## src/rtl/trng_req_arbiter.sv

```systemverilog
// Round-robin arbiter sharing one TRNG among P_NUM_REQ requesters; grant 1 cycle after req, response 1 cycle after trng_done.
// Holds rsp_valid/rsp_data until rsp_ready of the granted requester; TRNG_ARB_TIMEOUT_EN adds a WAIT-state timeout.
module trng_req_arbiter #(
  parameter int P_NUM_REQ = 4,
  parameter int P_TIMEOUT = 1023
) (
  input  logic                   clk,
  input  logic                   Resetn,
  input  logic [P_NUM_REQ-1:0]   req,
  input  logic [2*P_NUM_REQ-1:0] req_op,
  output logic [P_NUM_REQ-1:0]   req_ack,
  output logic [P_NUM_REQ-1:0]   rsp_valid,
  input  logic [P_NUM_REQ-1:0]   rsp_ready,
  output logic [127:0]           rsp_data,
  output logic                   rsp_err,
  output logic                   trng_go,
  output logic [1:0]             trng_op,
  input  logic                   trng_done,
  input  logic [127:0]           trng_data,
  output logic                   busy
);

  typedef enum logic [1:0] {S_IDLE, S_ISSUE, S_WAIT, S_RESP} state_t;

  state_t      state;
  logic [2:0]  rr_ptr;
  logic [2:0]  idx;
  logic [7:0]  req_pad;
  logic [7:0]  rdy_pad;
  logic [15:0] op_pad;
  logic [3:0]  cand;
  logic [2:0]  sel;
  logic [1:0]  sel_op;
  logic        found;
  logic [7:0]  sel_oh;
  logic [7:0]  idx_oh;
  logic [2:0]  next_ptr;

`ifdef TRNG_ARB_TIMEOUT_EN
  localparam logic [15:0] TO_LAST = 16'(P_TIMEOUT - 1);
  logic [15:0] wait_cnt;
`else
  assign rsp_err = 1'b0;
`endif

  // Pad to the 8-requester maximum so every index below is a fixed 3-bit select.
  always_comb begin
    req_pad = '0;
    rdy_pad = '0;
    op_pad  = '0;
    req_pad[P_NUM_REQ-1:0]   = req;
    rdy_pad[P_NUM_REQ-1:0]   = rsp_ready;
    op_pad[2*P_NUM_REQ-1:0]  = req_op;
  end

  always_comb begin
    found = 1'b0;
    sel   = '0;
    cand  = '0;
    for (int k = 0; k < P_NUM_REQ; k++) begin
      cand = {1'b0, rr_ptr} + 4'(k);
      if (cand >= 4'(P_NUM_REQ)) cand = cand - 4'(P_NUM_REQ);
      if (!found && req_pad[cand[2:0]]) begin
        found = 1'b1;
        sel   = cand[2:0];
      end
    end
  end

  assign sel_op   = op_pad[{sel, 1'b0} +: 2];
  assign sel_oh   = 8'b1 << sel;
  assign idx_oh   = 8'b1 << idx;
  assign next_ptr = (idx == 3'(P_NUM_REQ - 1)) ? 3'd0 : idx + 3'd1;

  always_ff @(posedge clk or negedge Resetn) begin
    if (!Resetn) begin
      state     <= S_IDLE;
      rr_ptr    <= '0;
      idx       <= '0;
      req_ack   <= '0;
      rsp_valid <= '0;
      rsp_data  <= '0;
      trng_go   <= 1'b0;
      trng_op   <= '0;
      busy      <= 1'b0;
`ifdef TRNG_ARB_TIMEOUT_EN
      rsp_err   <= 1'b0;
      wait_cnt  <= '0;
`endif
    end else begin
      req_ack <= '0;
      trng_go <= 1'b0;
      case (state)
        S_IDLE: begin
          if (found) begin
            idx     <= sel;
            trng_op <= sel_op;
            req_ack <= sel_oh[P_NUM_REQ-1:0];
            trng_go <= 1'b1;
            busy    <= 1'b1;
            state   <= S_ISSUE;
          end
        end
        S_ISSUE, S_WAIT: begin
`ifdef TRNG_ARB_TIMEOUT_EN
          wait_cnt <= (state == S_ISSUE) ? 16'd0 : wait_cnt + 16'd1;
`endif
          // A done arriving in the ISSUE cycle itself skips WAIT.
          if (trng_done) begin
            rsp_data  <= trng_data;
            rsp_valid <= idx_oh[P_NUM_REQ-1:0];
            state     <= S_RESP;
`ifdef TRNG_ARB_TIMEOUT_EN
            rsp_err   <= 1'b0;
          end else if (state == S_WAIT && wait_cnt == TO_LAST) begin
            rsp_data  <= '0;
            rsp_err   <= 1'b1;
            rsp_valid <= idx_oh[P_NUM_REQ-1:0];
            state     <= S_RESP;
`endif
          end else begin
            state <= S_WAIT;
          end
        end
        S_RESP: begin
          if (rdy_pad[idx]) begin
            rsp_valid <= '0;
            trng_op   <= '0;
            busy      <= 1'b0;
            rr_ptr    <= next_ptr;
            state     <= S_IDLE;
`ifdef TRNG_ARB_TIMEOUT_EN
            rsp_err   <= 1'b0;
`endif
          end
        end
        default: state <= S_IDLE;
      endcase
    end
  end

endmodule
```

## config.mk

```make
export PLATFORM = sky130hd
export DESIGN_NAME = trng_req_arbiter
export DESIGN_NICKNAME = d
export VERILOG_FILES = /design/src/rtl/trng_req_arbiter.sv
export SDC_FILE = /design/constraint.sdc
export NUM_CORES = 1
export LEC_CHECK = 0
export CORE_MARGIN = 1.5
export CORE_UTILIZATION = 41
export DETAILED_ROUTE_END_ITERATION = 16
export GPL_TIMING_DRIVEN = 0
export PLACE_DENSITY = 0.81
export SYNTH_ARGS = -nofsm -noshare
export SYNTH_HDL_FRONTEND = slang
export SYNTH_SLANG_ARGS = --single-unit
```

## constraint.sdc

```tcl
create_clock -name clk -period 2.9 [get_ports clk]
set_input_delay 0.435 -clock clk [delete_from_list [all_inputs] [get_ports clk]]
set_output_delay 0.435 -clock clk [all_outputs]
set_load 0.01 [all_outputs]
```

# == After elaboration in Yosys (flattened, before gate mapping) ==
# Index checks and enable logic that the tools add are counted.
# word_totals
ff_bits,148
latch_bits,0
ramBits,0
rom_bits,0
input_bits,147
out_inout_bits,141
mem_count,0
# classes
n_addsub,8
n_mul,0
div,0
order_cmp,9
n_eq_ne,7
shifts,3
n_mux,39
n_bitwise,0
n_reduce_logical,16
# ops
operator,count
3-bit 2-to-1 mux,9
"3-bit by 4-bit < comparator with 1-bit output, second input constant",5
4-bit 2-to-1 mux,4
16-bit by 5-bit variable part select with 2-bit output,1
1-bit binary-select mux with 3-bit select,5
1-bit 2-to-1 mux,14
"4-bit by 3-bit >= comparator with 1-bit output, second input constant",3
"3-bit subtractor, second input constant",4
"3-bit by 2-bit adder with 4-bit output, second input constant",2
4-bit case mux with 2 select lines,1
2-bit AND reduction,4
"1-bit by 3-bit << shifter with 4-bit output, first input constant",2
2-bit 2-to-1 mux,3
"2-bit != test, second input constant",3
2-bit case mux with 3 select lines,1
3-bit AND reduction,2
"3-bit by 1-bit adder with 4-bit output, second input constant",1
"2-bit equality test, second input constant",2
2-bit case mux with 2 select lines,1
2-bit nonzero test,2
"3-bit by 1-bit adder with 3-bit output, second input constant",1
"3-bit by 2-bit equality test with 1-bit output, second input constant",1
"3-bit >= comparator, second input constant",1
1-bit logical AND,3
5 further kinds,7

# == Logic depth before layout (Yosys ltp) ==
# logic_depth
ltp_word,17
depth_mapped,11
ltp_nobuf,10

# == Worst setup path before layout ==
# No wires, ideal clock.
# synth_path
path_type,flip-flop to flip-flop
start,register rr_ptr[0]
end,register trng_op[0]
setup_ps,101
t_arrival_ps,2285
setup_slack_ps,515
stages_incl_launch_ff,11
period_less_slack_ps,2385
path_cell_list,dfrtp_1 -> buf_6 -> inv_1 -> ha_1 -> bufbuf_16 -> mux4_2 -> nand2_2 -> or3_4 -> a31oi_4 -> a211oi_1 -> o32ai_1
# synth_between
elab_chain_len,17
elab_cells_between_ends,42
cone_classes,add/sub (7); order compare (4); eq/ne (1); shift (1); mux (22); reduce/logical (7)
# synth_rtl
item,line,rtl
start: declaration,26,logic [2:0] rr_ptr;
start signal: assignment,130,rr_ptr <= next_ptr;
branches (longest 17 deep; another with 3-bit by 1-bit adder with 4-bit output),-,
end signal: assignment,97,trng_op <= sel_op;
end: declaration,17,"output logic [1:0] trng_op,"
# Several ways; the timed one is not identified. The select of a mux whose other input is x is not followed.
# A chain may end at the register's enable or synchronous reset.

# == Worst setup path after layout ==
# layout_path
start,register rr_ptr[1]
end,register trng_op[0]
# Same word-level chain as after synthesis.

==> flow_summary.ini <==
[power_and_ir_drop]
p_leak_nw = 4.11
post-layout-total-power_mw = 11.7
power_density_mw_per_mm2 = 1190
vdd_ir_drop_max_v = 0.000673

[sta]
period_share = 0.917
postLayoutSetupSlackWorst_ps = 241
fin_crit_ps = 2660
fmaxAchievable_mhz = 376
setup_violations = 0
drv_slew = 0
tns_ps = 0
final_hold_viol_count = 0
worstMarginPinSlew_ps = 762
maxSlewHeadroom = 0.492
rsz0062_at_grt = false
fin_skew_ps = 7.92

[clocking]
post_cts_resize_count = 0
hold_buffers = 0
cts_max_path_buffers = 2
cts_made_buffers = 17
cts_tree = built
clkLatencyLatePin_ps = 410
h-tree-depth = 4
cts.sinks = 148
postCtsSetupBuffers = 0
root_buffer = clkbuf_16
cts.reportedPaths.clkPinSlew_ps = 60

[worst_setup_path]
critPathCaptureType = flop
cp-start-kind = flop
cp_max_fo = 8
r2r_setup_slack_ps = 240
path_cells = inv_1, ha_1, bufbuf_16, mux4_2, nand2_2, or3_4, a31oi_4, a211oi_1, o32ai_1
crit_arrival_ps = 2960
cp_slowest_cell = dfrtp_1
reg2reg_depth = 9
rr_startpoint = rr_ptr[1]
path_class = reg -> reg
critPathBufInv = 2
required_ps = 3200
cp_top_family = compound AO/OA/AOI/OAI gates
slowest_delay_ps = 480
r2r-end = trng_op[0]

[placement]
io_buffers = 286
dp_cells = 877
gp_congestion = 0.856
dp_hpwl_um = 12200
place_ws_ps = 181

[synthesis]
yosys_warnings = 0
synthTopCellsByArea = dfrtp_1 (61%), mux2_2 (24%), ha_1 (1.7%)
synth_fp_nets = 561
synthFlopType = dfrtp_1
postSynthCellCount = 406
syn_area_mm2 = 0.00602
yosys_register_bits = 148
synth_edf_count = 0
yosys.area.top_type = dfrtp_1
synth_top_area_frac = 0.615
ys_async_sr_fraction = 1.00
synth_cell_types = 43
avgSynthCellArea_um2 = 14.8
ys_seq_area_frac = 0.615

[finish]
final_cells = 909
areaGrowthSynthToFinish_pct = 62.4
postLayoutCoreUtil = 0.678
layout.nets = 867
layout-drive-gt1-share = 0.247
diodes = 0
fillers = 1038

[detailed_routing]
vias = 4466
post_drt_wl_per_cell_um = 17.7
initialDrtViolationCount = 126
route.detailed.drc = 0
routed_via_density = 4.91
dr.pass1.iters = 4
route.final.wire_length_um = 16000
ant_nets = 0

[die]
die_x_um = 124
initial_utilization = 0.418
io_pins = 288
coreArea_mm2 = 0.0144
rows = 44
fp.dieH_um = 124
die-area_mm2 = 0.0154

[status]
run_status = completed

[global_route]
grt_pass1_vias = 4863
grt_pass1_wl_um = 26100
grt_max_degree = 84
grt_use_total = 0.218
grt-ovfl-total = 0
antenna_found_initial = 0

[job]
maxCapViolations = 0

[min_path]
min_path_type = in -> async
-- layout make-up --
type | instances | area (um^2) | share of cell area
clock buffers | 21 | 460 | 0.0471
multi-input cells | 224 | 2140 | 0.219
flip-flops and latches | 148 | 3700 | 0.379
repair buffers | 287 | 2890 | 0.296
well taps | 184 | 230 | 0.0235
clock inverters | 11 | 174 | 0.0178
plain buffers | 18 | 115 | 0.0118
inverters | 16 | 60.1 | 0.00614
-- cells in the mapped netlist (all sizes together) (2+ instances only) --
library cell	number
dfrtp	148
mux2	130
nand2	20
inv	16
clkbuf	13
o21ai	11
ha	8
nor2	8
a21boi	5
a211oi	4
buf	4
mux2i	4
a21oi	3
and2	3
nand3	3
nor3	3
a2111oi	2
mux4	2
o221a	2
o32ai	2
or3	2
-- state kept, by name, indices dropped and copies added, names as in the netlist --
name       cells
busy           1
idx            3
req_ack        4
rr_ptr         3
rsp_data     128
rsp_valid      4
state          2
trng_go        1
trng_op        2
-- routing by layer --
metal	vias up	routed length [um]	GRT usage
met2	201	8660	0.393
met4	0	274	0.0805
met5	-	0	0
li1	2038	-	-
met1	2210	5890	0.234
met3	17	1230	0.0763
-- where the power goes --
group / internal, mW / switching [mW]
Clock: 1.49 / 0.853
Sequential: 3.12 / 0.551
Combinational: 3.40 / 2.26
-- metrics by stage --
step / hold WS [ps] / area [um^2]
floorplan: 139 / 6020
global placement: 467 / 9120
detailed placement: 472 / 9150
CTS: 87.1 / 9780
global route: 118 / 9780
finish: 63.1 / 9780
-- cells by family (layout without fill, tap and decap cells) --
logic type	count (synthesis)	after routing	synth area share
other	1	1	0.000623
muxes	136	136	0.258
buffers and inverters	34	353	0.0291
AOI/OAI and AO/OA	35	35	0.0440
and+or+nand+nor	44	44	0.0370
adders and majority gates	8	8	0.0166
DFF	148	148	0.615
-- cell usage in the layout (no fill, tap or decap), types with 2 or more instances in the layout --
cell	netlist	routed
or3_4	2	2
dfrtp_1	148	148
mux2_2	129	129
inv_6	0	2
ha_1	8	8
nand2_1	19	19
nand3_1	2	2
a211oi_1	4	4
clkbuf_16	0	17
clkdlybuf4s50_1	0	285
a21boi_0	5	5
nor2_1	8	8
clkbuf_8	0	2
o21ai_0	11	11
a21oi_1	3	3
bufinv_16	0	4
buf_6	2	3
mux4_2	2	2
clkbuf_1	13	15
nor3_1	3	3
o32ai_1	2	2
o221a_1	2	2
mux2i_1	3	3
clkinvlp_4	0	3
inv_1	16	16
-- how the worst max path moves through the flow --
stage                         start            end  depth (start not counted)
after CTS                 rr_ptr[1]     trng_op[0]                          9
after detailed placement  trng_done   rsp_data[58]                          5
final                     rr_ptr[1]     trng_op[0]                          9
after floorplan           rr_ptr[0]     trng_op[0]                         10
after global routing      rr_ptr[0]     trng_op[0]                         10
after global placement       Resetn  rsp_data[127]                          1
Note: power is estimated with default switching activity, not from simulation.
